<file path="config.mk">
export PLATFORM = sky130hd
export DESIGN_NAME = dsi_tx_line_scheduler
export DESIGN_NICKNAME = d
export VERILOG_FILES = /design/src/rtl/dsi_tx_pkg.sv /design/src/rtl/dsi_tx_out_reg.sv /design/src/rtl/dsi_tx_line_scheduler.sv
export SDC_FILE = /design/constraint.sdc
export NUM_CORES = 1
export LEC_CHECK = 0
export BUFFER_PORTS_ARGS = -buffer_cell sky130_fd_sc_hd__buf_2
export CAP_MARGIN = 20
export CORE_AREA = 2 2 87 64
export DETAILED_ROUTE_END_ITERATION = 8
export DIE_AREA = 0 0 89 66
export MAX_ROUTING_LAYER = met4
export PLACE_DENSITY = 0.83
export SYNTH_ARGS = -nofsm -noshare
export SYNTH_HDL_FRONTEND = slang
export SYNTH_SLANG_ARGS = --single-unit
</file>
<file path="constraint.sdc">
create_clock -name clk -period 4.7 [get_ports clk]
set_input_delay 0.47 -clock clk [delete_from_list [all_inputs] [get_ports clk]]
set_output_delay 0.47 -clock clk [all_outputs]
set_load 0.05 [all_outputs]
</file>
<file path="src/rtl/dsi_tx_pkg.sv">
// Shared definitions for the DSI TX stages: data-type codes, scheduler states and
// the packet-header word layout.
package dsi_tx_pkg;

  localparam logic [5:0] DT_VSS    = 6'h01;
  localparam logic [5:0] DT_HSS    = 6'h21;
  localparam logic [5:0] DT_RGB888 = 6'h3E;

  typedef enum logic [2:0] {
    ST_IDLE      = 3'd0,
    ST_SYNC      = 3'd1,
    ST_WAIT_LINE = 3'd2,
    ST_HDR       = 3'd3,
    ST_DATA      = 3'd4,
    ST_FEND      = 3'd5
  } sched_state_e;

  // The top byte is left zero as the slot the ECC stage fills in.
  function automatic logic [31:0] build_hdr(input logic [7:0] di, input logic [15:0] wc);
    return {8'h00, wc[15:8], wc[7:0], di};
  endfunction

endpackage

</file>
<file path="src/rtl/dsi_tx_out_reg.sv">
// Single-entry valid/ready output register with sop/eop sidebands. Accepts a new
// word whenever it is empty or its current word is being taken downstream.
module dsi_tx_out_reg (
  input  logic        clk,
  input  logic        rst,
  input  logic        load_i,
  input  logic [31:0] data_i,
  input  logic        sop_i,
  input  logic        eop_i,
  input  logic        ready_i,
  output logic        can_load_o,
  output logic [31:0] data_o,
  output logic        valid_o,
  output logic        sop_o,
  output logic        eop_o
);

  logic [31:0] data_q;
  logic        valid_q;
  logic        sop_q;
  logic        eop_q;

  assign can_load_o = !valid_q || ready_i;

  // NOTE: sequential state uses non-blocking assignments so every flop samples pre-edge values.
  always_ff @(posedge clk) begin
    if (rst) begin
      data_q  <= '0;
      valid_q <= 1'b0;
      sop_q   <= 1'b0;
      eop_q   <= 1'b0;
    end else if (can_load_o) begin
      valid_q <= load_i;
      if (load_i) begin
        data_q <= data_i;
        sop_q  <= sop_i;
        eop_q  <= eop_i;
      end
    end
  end

  assign data_o  = data_q;
  assign valid_o = valid_q;
  assign sop_o   = sop_q;
  assign eop_o   = eop_q;

endmodule

</file>
<file path="src/rtl/dsi_tx_line_scheduler.sv">
// Drains the pixel buffer one line at a time into a DSI video-mode packet stream:
// VSS/HSS short packet, RGB888 long-packet header, then one line of payload words.
module dsi_tx_line_scheduler
  import dsi_tx_pkg::*;
#(
  parameter int         LINE_BYTES      = 640,
  parameter int         LINES_PER_FRAME = 480,
  parameter logic [1:0] VC              = 2'd0
) (
  input  logic        clk,
  input  logic        rst,
  input  logic        enable,
  input  logic [31:0] fifo_data,
  input  logic        fifo_not_empty,
  input  logic        fifo_line_ready,
  output logic        fifo_read_ack,
  output logic [31:0] out_data,
  output logic        out_valid,
  output logic        out_sop,
  output logic        out_eop,
  input  logic        out_ready,
  output logic        busy,
  output logic        frame_done,
  output logic        underflow
);

  localparam int          LINE_WORDS = LINE_BYTES / 4;
  localparam int          WW         = (LINE_WORDS > 1) ? $clog2(LINE_WORDS) : 1;
  localparam int          LNW        = (LINES_PER_FRAME > 1) ? $clog2(LINES_PER_FRAME) : 1;
  localparam logic [15:0] WC         = 16'(LINE_BYTES);
  localparam logic [WW-1:0]  LAST_WORD = WW'(LINE_WORDS - 1);
  localparam logic [LNW-1:0] LAST_LINE = LNW'(LINES_PER_FRAME - 1);

  sched_state_e   state_q;
  logic [LNW-1:0] line_q;
  logic [WW-1:0]  word_q;
  logic           busy_q;
  logic           frame_done_q;
  logic           underflow_q;
  logic           empty_run_q;

  logic        can_load;
  logic        ld;
  logic [31:0] ld_data;
  logic        ld_sop;
  logic        ld_eop;

  // NOTE: every always_comb output gets a default first so no path can infer a latch.
  always_comb begin
    ld            = 1'b0;
    ld_data       = '0;
    ld_sop        = 1'b0;
    ld_eop        = 1'b0;
    fifo_read_ack = 1'b0;
    case (state_q)
      ST_SYNC: begin
        ld      = can_load;
        ld_data = build_hdr({VC, (line_q == '0) ? DT_VSS : DT_HSS}, 16'h0000);
        ld_sop  = 1'b1;
        ld_eop  = 1'b1;
      end
      ST_HDR: begin
        ld      = can_load;
        ld_data = build_hdr({VC, DT_RGB888}, WC);
        ld_sop  = 1'b1;
      end
      ST_DATA: begin
        fifo_read_ack = fifo_not_empty && can_load;
        ld            = fifo_read_ack;
        ld_data       = fifo_data;
        ld_eop        = (word_q == LAST_WORD);
      end
      default: ;
    endcase
  end

  always_ff @(posedge clk) begin
    if (rst) begin
      state_q      <= ST_IDLE;
      line_q       <= '0;
      word_q       <= '0;
      busy_q       <= 1'b0;
      frame_done_q <= 1'b0;
      underflow_q  <= 1'b0;
      empty_run_q  <= 1'b0;
    end else begin
      frame_done_q <= 1'b0;
      // Flag only the first cycle of each run of an empty buffer mid-line.
      underflow_q  <= (state_q == ST_DATA) && !fifo_not_empty && !empty_run_q;
      empty_run_q  <= (state_q == ST_DATA) && !fifo_not_empty;
      case (state_q)
        ST_IDLE: if (enable) begin
          state_q <= ST_SYNC;
          line_q  <= '0;
          busy_q  <= 1'b1;
        end
        ST_SYNC: if (can_load) state_q <= ST_WAIT_LINE;
        ST_WAIT_LINE: if (fifo_line_ready && can_load) state_q <= ST_HDR;
        ST_HDR: if (can_load) begin
          state_q <= ST_DATA;
          word_q  <= '0;
        end
        ST_DATA: if (fifo_read_ack) begin
          if (word_q == LAST_WORD) begin
            word_q <= '0;
            if (line_q == LAST_LINE) begin
              state_q <= ST_FEND;
            end else begin
              line_q  <= line_q + 1'b1;
              state_q <= ST_SYNC;
            end
          end else begin
            word_q <= word_q + 1'b1;
          end
        end
        ST_FEND: if (can_load) begin
          frame_done_q <= 1'b1;
          line_q       <= '0;
          if (enable) begin
            state_q <= ST_SYNC;
          end else begin
            state_q <= ST_IDLE;
            busy_q  <= 1'b0;
          end
        end
        default: state_q <= ST_IDLE;
      endcase
    end
  end

  dsi_tx_out_reg u_out_reg (
    .clk        (clk),
    .rst        (rst),
    .load_i     (ld),
    .data_i     (ld_data),
    .sop_i      (ld_sop),
    .eop_i      (ld_eop),
    .ready_i    (out_ready),
    .can_load_o (can_load),
    .data_o     (out_data),
    .valid_o    (out_valid),
    .sop_o      (out_sop),
    .eop_o      (out_eop)
  );

  assign busy       = busy_q;
  assign frame_done = frame_done_q;
  assign underflow  = underflow_q;

endmodule
</file>
* Yosys cells after proc, flatten, opt, wreduce, memory -nomap -nowiden *
Cells that the tools add are included.

storage, ports and cells
  bits in registers = 59
  bits in latches = 0
  memory bits (writable) = 0
  bits in read-only memories = 0
  output and inout port bits = 39
  memories kept = 0

operators by class
  add/subtract/negate cells = 2
  $mul = 0
  divide/modulo/power cells = 0
  magnitude comparators = 0
  equal/unequal tests = 16
  shifts and indexed selects = 0
  muxes and demuxes = 31
  bitwise gates (word level) = 1
  reductions and logical operators = 20

operator list
  operator                                                          number
  32-bit case mux with 3 select lines                               1
  9-bit 2-to-1 mux                                                  5
  9-bit case mux with 3 select lines                                1
  3-bit 2-to-1 mux                                                  8
  8-bit 2-to-1 mux                                                  3
  3-bit case mux with 6 select lines                                1
  2-bit != test (second input constant)                             8
  8-bit case mux with 2 select lines                                1
  9-bit by 1-bit adder with 9-bit output (second input constant)    1
  9-bit == test (second input constant)                             1
  9-bit logical NOT                                                 1
  8-bit by 1-bit adder with 8-bit output (second input constant)    1
  8-bit == test (second input constant)                             1
  1-bit 2-to-1 mux                                                  7
  7-bit AND reduction                                               1
  3-bit by 2-bit == test with 1-bit output (second input constant)  2
  3-bit == test (second input constant)                             2
  6-bit 2-to-1 mux                                                  1
  1-bit case mux with 2 select lines                                3
  6-bit AND reduction                                               1
  1-bit logical AND                                                 4
  4-bit AND reduction                                               1
  2-bit nonzero test                                                2
  2-bit OR reduction                                                2
  9 further kinds                                                   11

* Depth between registers and ports, before layout *
  word-level depth = 6
  depth in mapped cells = 7

* Modules after synthesis *
Synthesis repeated with hierarchy kept, for this count alone.

unflattened totals
  cell total of the unflattened synthesis = 370
  area total of the unflattened synthesis = 3263.1 um^2

by module, submodules not included
  module                 instances  cells each  area an instance (um^2)
  dsi_tx_out_reg         1          160         1659.1
  dsi_tx_line_scheduler  1          210         1604.0

* Worst setup path before layout *
OpenSTA, ideal clock, no wires.

  path type = register to output
  from = reg u_out_reg.valid_q, in the netlist u_out_reg.valid_o
  to = out fifo_read_ack
  data arrival time = 1547 ps
  data required time = 4230 ps
  slack = 2683 ps
  stages on the path, launching flop included = 4
  path buffers = 1
  cells stage by stage = dfxtp_1 > nor2b_1 > clkbuf_1 > nor2_1

on the way
  word-level cells in the longest chain between the ends = 4

ends and longest elaborated chain
  what                      line                         text
  start: declaration        dsi_tx_out_reg.sv:19         logic valid_q;
  start signal: assignment  dsi_tx_out_reg.sv:33         valid_q <= load_i;
  1-bit logical NOT         dsi_tx_out_reg.sv:23         assign can_load_o = !valid_q || ready_i;
  1-bit logical OR          dsi_tx_out_reg.sv:23
  1-bit logical AND         dsi_tx_line_scheduler.sv:68  fifo_read_ack = fifo_not_empty && can_load;
  1-bit 2-to-1 mux          dsi_tx_line_scheduler.sv:55  case (state_q)
  end: declaration          dsi_tx_line_scheduler.sv:16  output logic fifo_read_ack,

Every way passes these cells.

* Final worst setup path *
  from = reg state_q[0]
  to = reg word_q[7]

on the way
  word-level cells in the longest chain between the ends = 4
  elaborated cells on any way between the ends = 8
  classes of those cells = eq/ne (4); mux (2); reduce/logical (2)

ends and longest elaborated chain
  what                                  line                                                      text
  start: declaration                    dsi_tx_line_scheduler.sv:34                               sched_state_e state_q;
  start signal: assignment              dsi_tx_line_scheduler.sv:79                               state_q <= ST_IDLE;
  start signal: assignment              dsi_tx_line_scheduler.sv:93                               state_q <= ST_SYNC;
  start signal: assignment              dsi_tx_line_scheduler.sv:97                               ST_SYNC: if (can_load) state_q <= ST_WAIT_LINE;
  3-bit == test                         dsi_tx_line_scheduler.sv:55, dsi_tx_line_scheduler.sv:91
  1-bit 2-to-1 mux                      dsi_tx_line_scheduler.sv:55
  2-bit != test (no source line)        --
  3-bit AND reduction (no source line)  --
  end signal: assignment                dsi_tx_line_scheduler.sv:113                              word_q <= word_q + 1'b1;
  end: declaration                      dsi_tx_line_scheduler.sv:36                               logic [WW-1:0] word_q;

Several ways; a longest one is shown, not always the timed one.
A chain may end at the register's enable or synchronous reset.

==> results.py <==
metrics = {
    "floorplan": {
        "num_io_pins": 77,
        "initial_core_util_pct": 53.9,
        "die_h_microns": 66,
        "num_rows": 22,
        "dieArea_sq_um": 5870,
        "die_w_microns": 89,
        "core-area_sq_um": 5060,
    },
    "logic_synthesis": {
        "synth_flop_cell": "dfxtp_1",
        "ys_ff_latch": 59,
        "synthesis.area_sq_um": 2730,
        "synth_cell_type_count": 56,
        "synth_edf_count": 0,
        "postSynthAreaPerCell_sq_um": 8.13,
        "syn-num-nets": 377,
        "synth_async_sr_flop_share_pct": 0,
        "yosysSeqAreaShare_pct": 43.2,
        "syn_inst": 336,
        "yosys_warnings": 0,
    },
    "timing": {
        "finalSetupTns_ns": 0,
        "fin_skew_ns": 0.00846,
        "hold_viol": 0,
        "period_minus_slack_ns": 2.21,
        "tightest_slew_ns": 0.904,
        "period_share_pct": 47.0,
        "fmax_mhz": 452,
        "setup_viol": 0,
        "slew_violations": 0,
        "rsz0062_at_grt": "false",
        "relSlewSlack_pct": 39.8,
    },
    "worst_setup_path": {
        "path_class": "reg -> reg",
        "crit_slowest_cell": "dfxtp_1",
        "cp_top_family": "simple AND/OR/NAND/NOR gates",
        "cp_cell_sequence": "and3b_1 -> o21ai_1 -> or4_1 -> a21oi_1",
        "r2r_slack_ns": 2.49,
        "crit_fanout": 15,
        "endpoint_kind": "flop",
        "cp-start-kind": "flop",
        "slowest_delay_ns": 0.61,
        "critPathBufInv": 0,
        "timing.reg2reg.worst_path_depth": 4,
        "worstSetupPathDepth": 4,
        "arrival_ns": 2.48,
        "cp_data_required_time_ns": 4.97,
    },
    "clocking": {
        "cts-root-buf": "clkbuf_8",
        "cts_buffers": 9,
        "clock_sink_count": 59,
        "cts_resized": 0,
        "cts_tree": "yes",
        "post_cts_buffers": 0,
        "clock_latency_ns": 0.33,
        "cts_buffer_depth": 2,
        "clk_pin_slew_worst_paths_ns": 0.07,
        "holdBufCountCts": 0,
        "htreeDepth": 3,
    },
    "cells_and_area": {
        "areaGrowthSynthToFinish_pct": 21.9,
        "final_core_util_pct": 65.7,
        "mostFrequentLayoutCells": "buf_2 (76), dfxtp_1 (59), nand2_1 (39), a21oi_1 (39), nand3_1 (31)",
        "n_antenna_cell": 0,
        "nets": 440,
        "mostFrequentLayoutCell": "buf_2",
        "layout-drive-gt1-share_pct": 24.5,
    },
    "global_routing": {
        "grt_pass1_vias": 2496,
        "grt-ovfl-total": 0,
        "antenna_found_initial": 0,
        "grt_pass1_wl_microns": 11300,
        "grt_usage_pct": 25.5,
        "grt_start_max_net_pins": 50,
    },
    "pwr": {
        "power_density_nw_per_um2": 548,
        "peakVddDrop_uv": 321,
        "leakagePower_nw": 1.28,
    },
    "run": {
        "max_cap_viol_count": 0,
    },
    "place": {
        "portBuffers": 76,
        "place.gp.congestion": 1.05,
        "hpwl_microns": 4990,
    },
    "detailed_routing": {
        "vias": 2833,
        "vias_per_cell": 5.95,
        "antenna_left": 0,
        "post-route-drc-count": 0,
        "drtIter0Drc": 287,
        "avgRoutedWirePerCell_microns": 15.3,
        "dr.pass1.iters": 5,
        "wirelength_microns": 7280,
    },
    "run_status": {
        "run_status": "complete, no violations",
    },
    "min_path": {
        "hp-class": "reg -> reg",
        "hold_depth": 1,
    },
}
==> cells by family (layout without fill, tap and decap cells) <==
family                   count (synthesis)  count (layout)  synth area share, %
multiplexers                             2               2                0.733
AND/OR/NAND/NOR                        145             145                 27.8
flip-flops                              59              59                 43.2
buffers and inverters                   34             102                 5.41
XOR/XNOR                                 3               3                0.962
AO/OA/AOI/OAI                           90              90                 20.5
adder cells (fa/ha/maj)                  3               3                 1.37
==> layer usage <==
layer | share of wire [%] | track usage, %
met2 | 46 | 38.3
met5 | 0 | -
met1 | 44 | 33.1
met4 | 1.7 | 9.33
met3 | 7.8 | 6.87
==> power breakdown <==
| part | internal (mW) | leakage [nW] | switching [mW] |
|---|---|---|---|
| registers | 0.574 | 0.478 | 0.0667 |
| clock network | 0.256 | 0.0991 | 0.190 |
| logic | 0.210 | 0.706 | 0.527 |
| total | 1.04 | 1.28 | 0.783 |
==> path summary, 6_finish.rpt <==
check,startpoint,end
setup / recovery,state_q[0],word_q[7]
hold / removal,empty_run_q,underflow
setup reg to reg,state_q[0],word_q[7]
hold reg to reg,empty_run_q,underflow
==> stage by stage <==
step           total power [mW]  std cells  hold slack [ns]  worst slack (ns)  area, sq um
2_1_floorplan              1.20        336            0.373              2.68         2730
3_3_place_gp               1.32        458            0.376              2.29         3090
3_5_place_dp               1.35        459            0.379              2.19         3110
4_1_cts                    1.80        475            0.383              2.30         3300
5_1_grt                    1.91        476            0.389              2.33         3330
6_report                   1.82        476            0.386              2.49         3330
==> synthesized netlist by cell type, drive strengths merged (3+ instances only) <==
cell type | number | area share, %
buf | 15 | 2.8
nor2 | 23 | 3.3
nand4 | 4 | 0.92
or4 | 4 | 1.1
ha | 3 | 1.4
inv | 7 | 0.96
a211oi | 8 | 2.2
o211ai | 4 | 1.1
nor4 | 6 | 1.6
nand2 | 39 | 5.4
nor3 | 14 | 2.6
a21oi | 40 | 7.5
o21ai | 13 | 2.4
nor2b | 3 | 0.69
a31oi | 5 | 1.1
nand3 | 31 | 5.7
nor3b | 3 | 0.82
dfxtp | 59 | 43
clkbuf | 12 | 1.6
==> state kept, by name, indices dropped and copies added, names as in the netlist <==
name	flops
busy	1
empty_run_q	1
frame_done	1
line_q	9
state_q	3
u_out_reg.data_o	32
u_out_reg.eop_o	1
u_out_reg.sop_o	1
u_out_reg.valid_o	1
underflow	1
word_q	8
==> final cells by class <==
cell class                 count  area, sq um
inverter                       7         26.3
fill                         441         1740
multi-input combinational    243         1410
timing repair buffer          79          430
sequential                    59         1180
clock buffer                  11          141
tap                           72         90.1
clock inverter                 5         52.6
==> worst register-to-register path, cell delays in order (launching register included) <==
cell and delay (ns):
dfxtp_1 0.61, and3b_1 0.46, o21ai_1 0.34, or4_1 0.60, a21oi_1 0.14
Note: power is estimated with default switching activity, not from simulation.
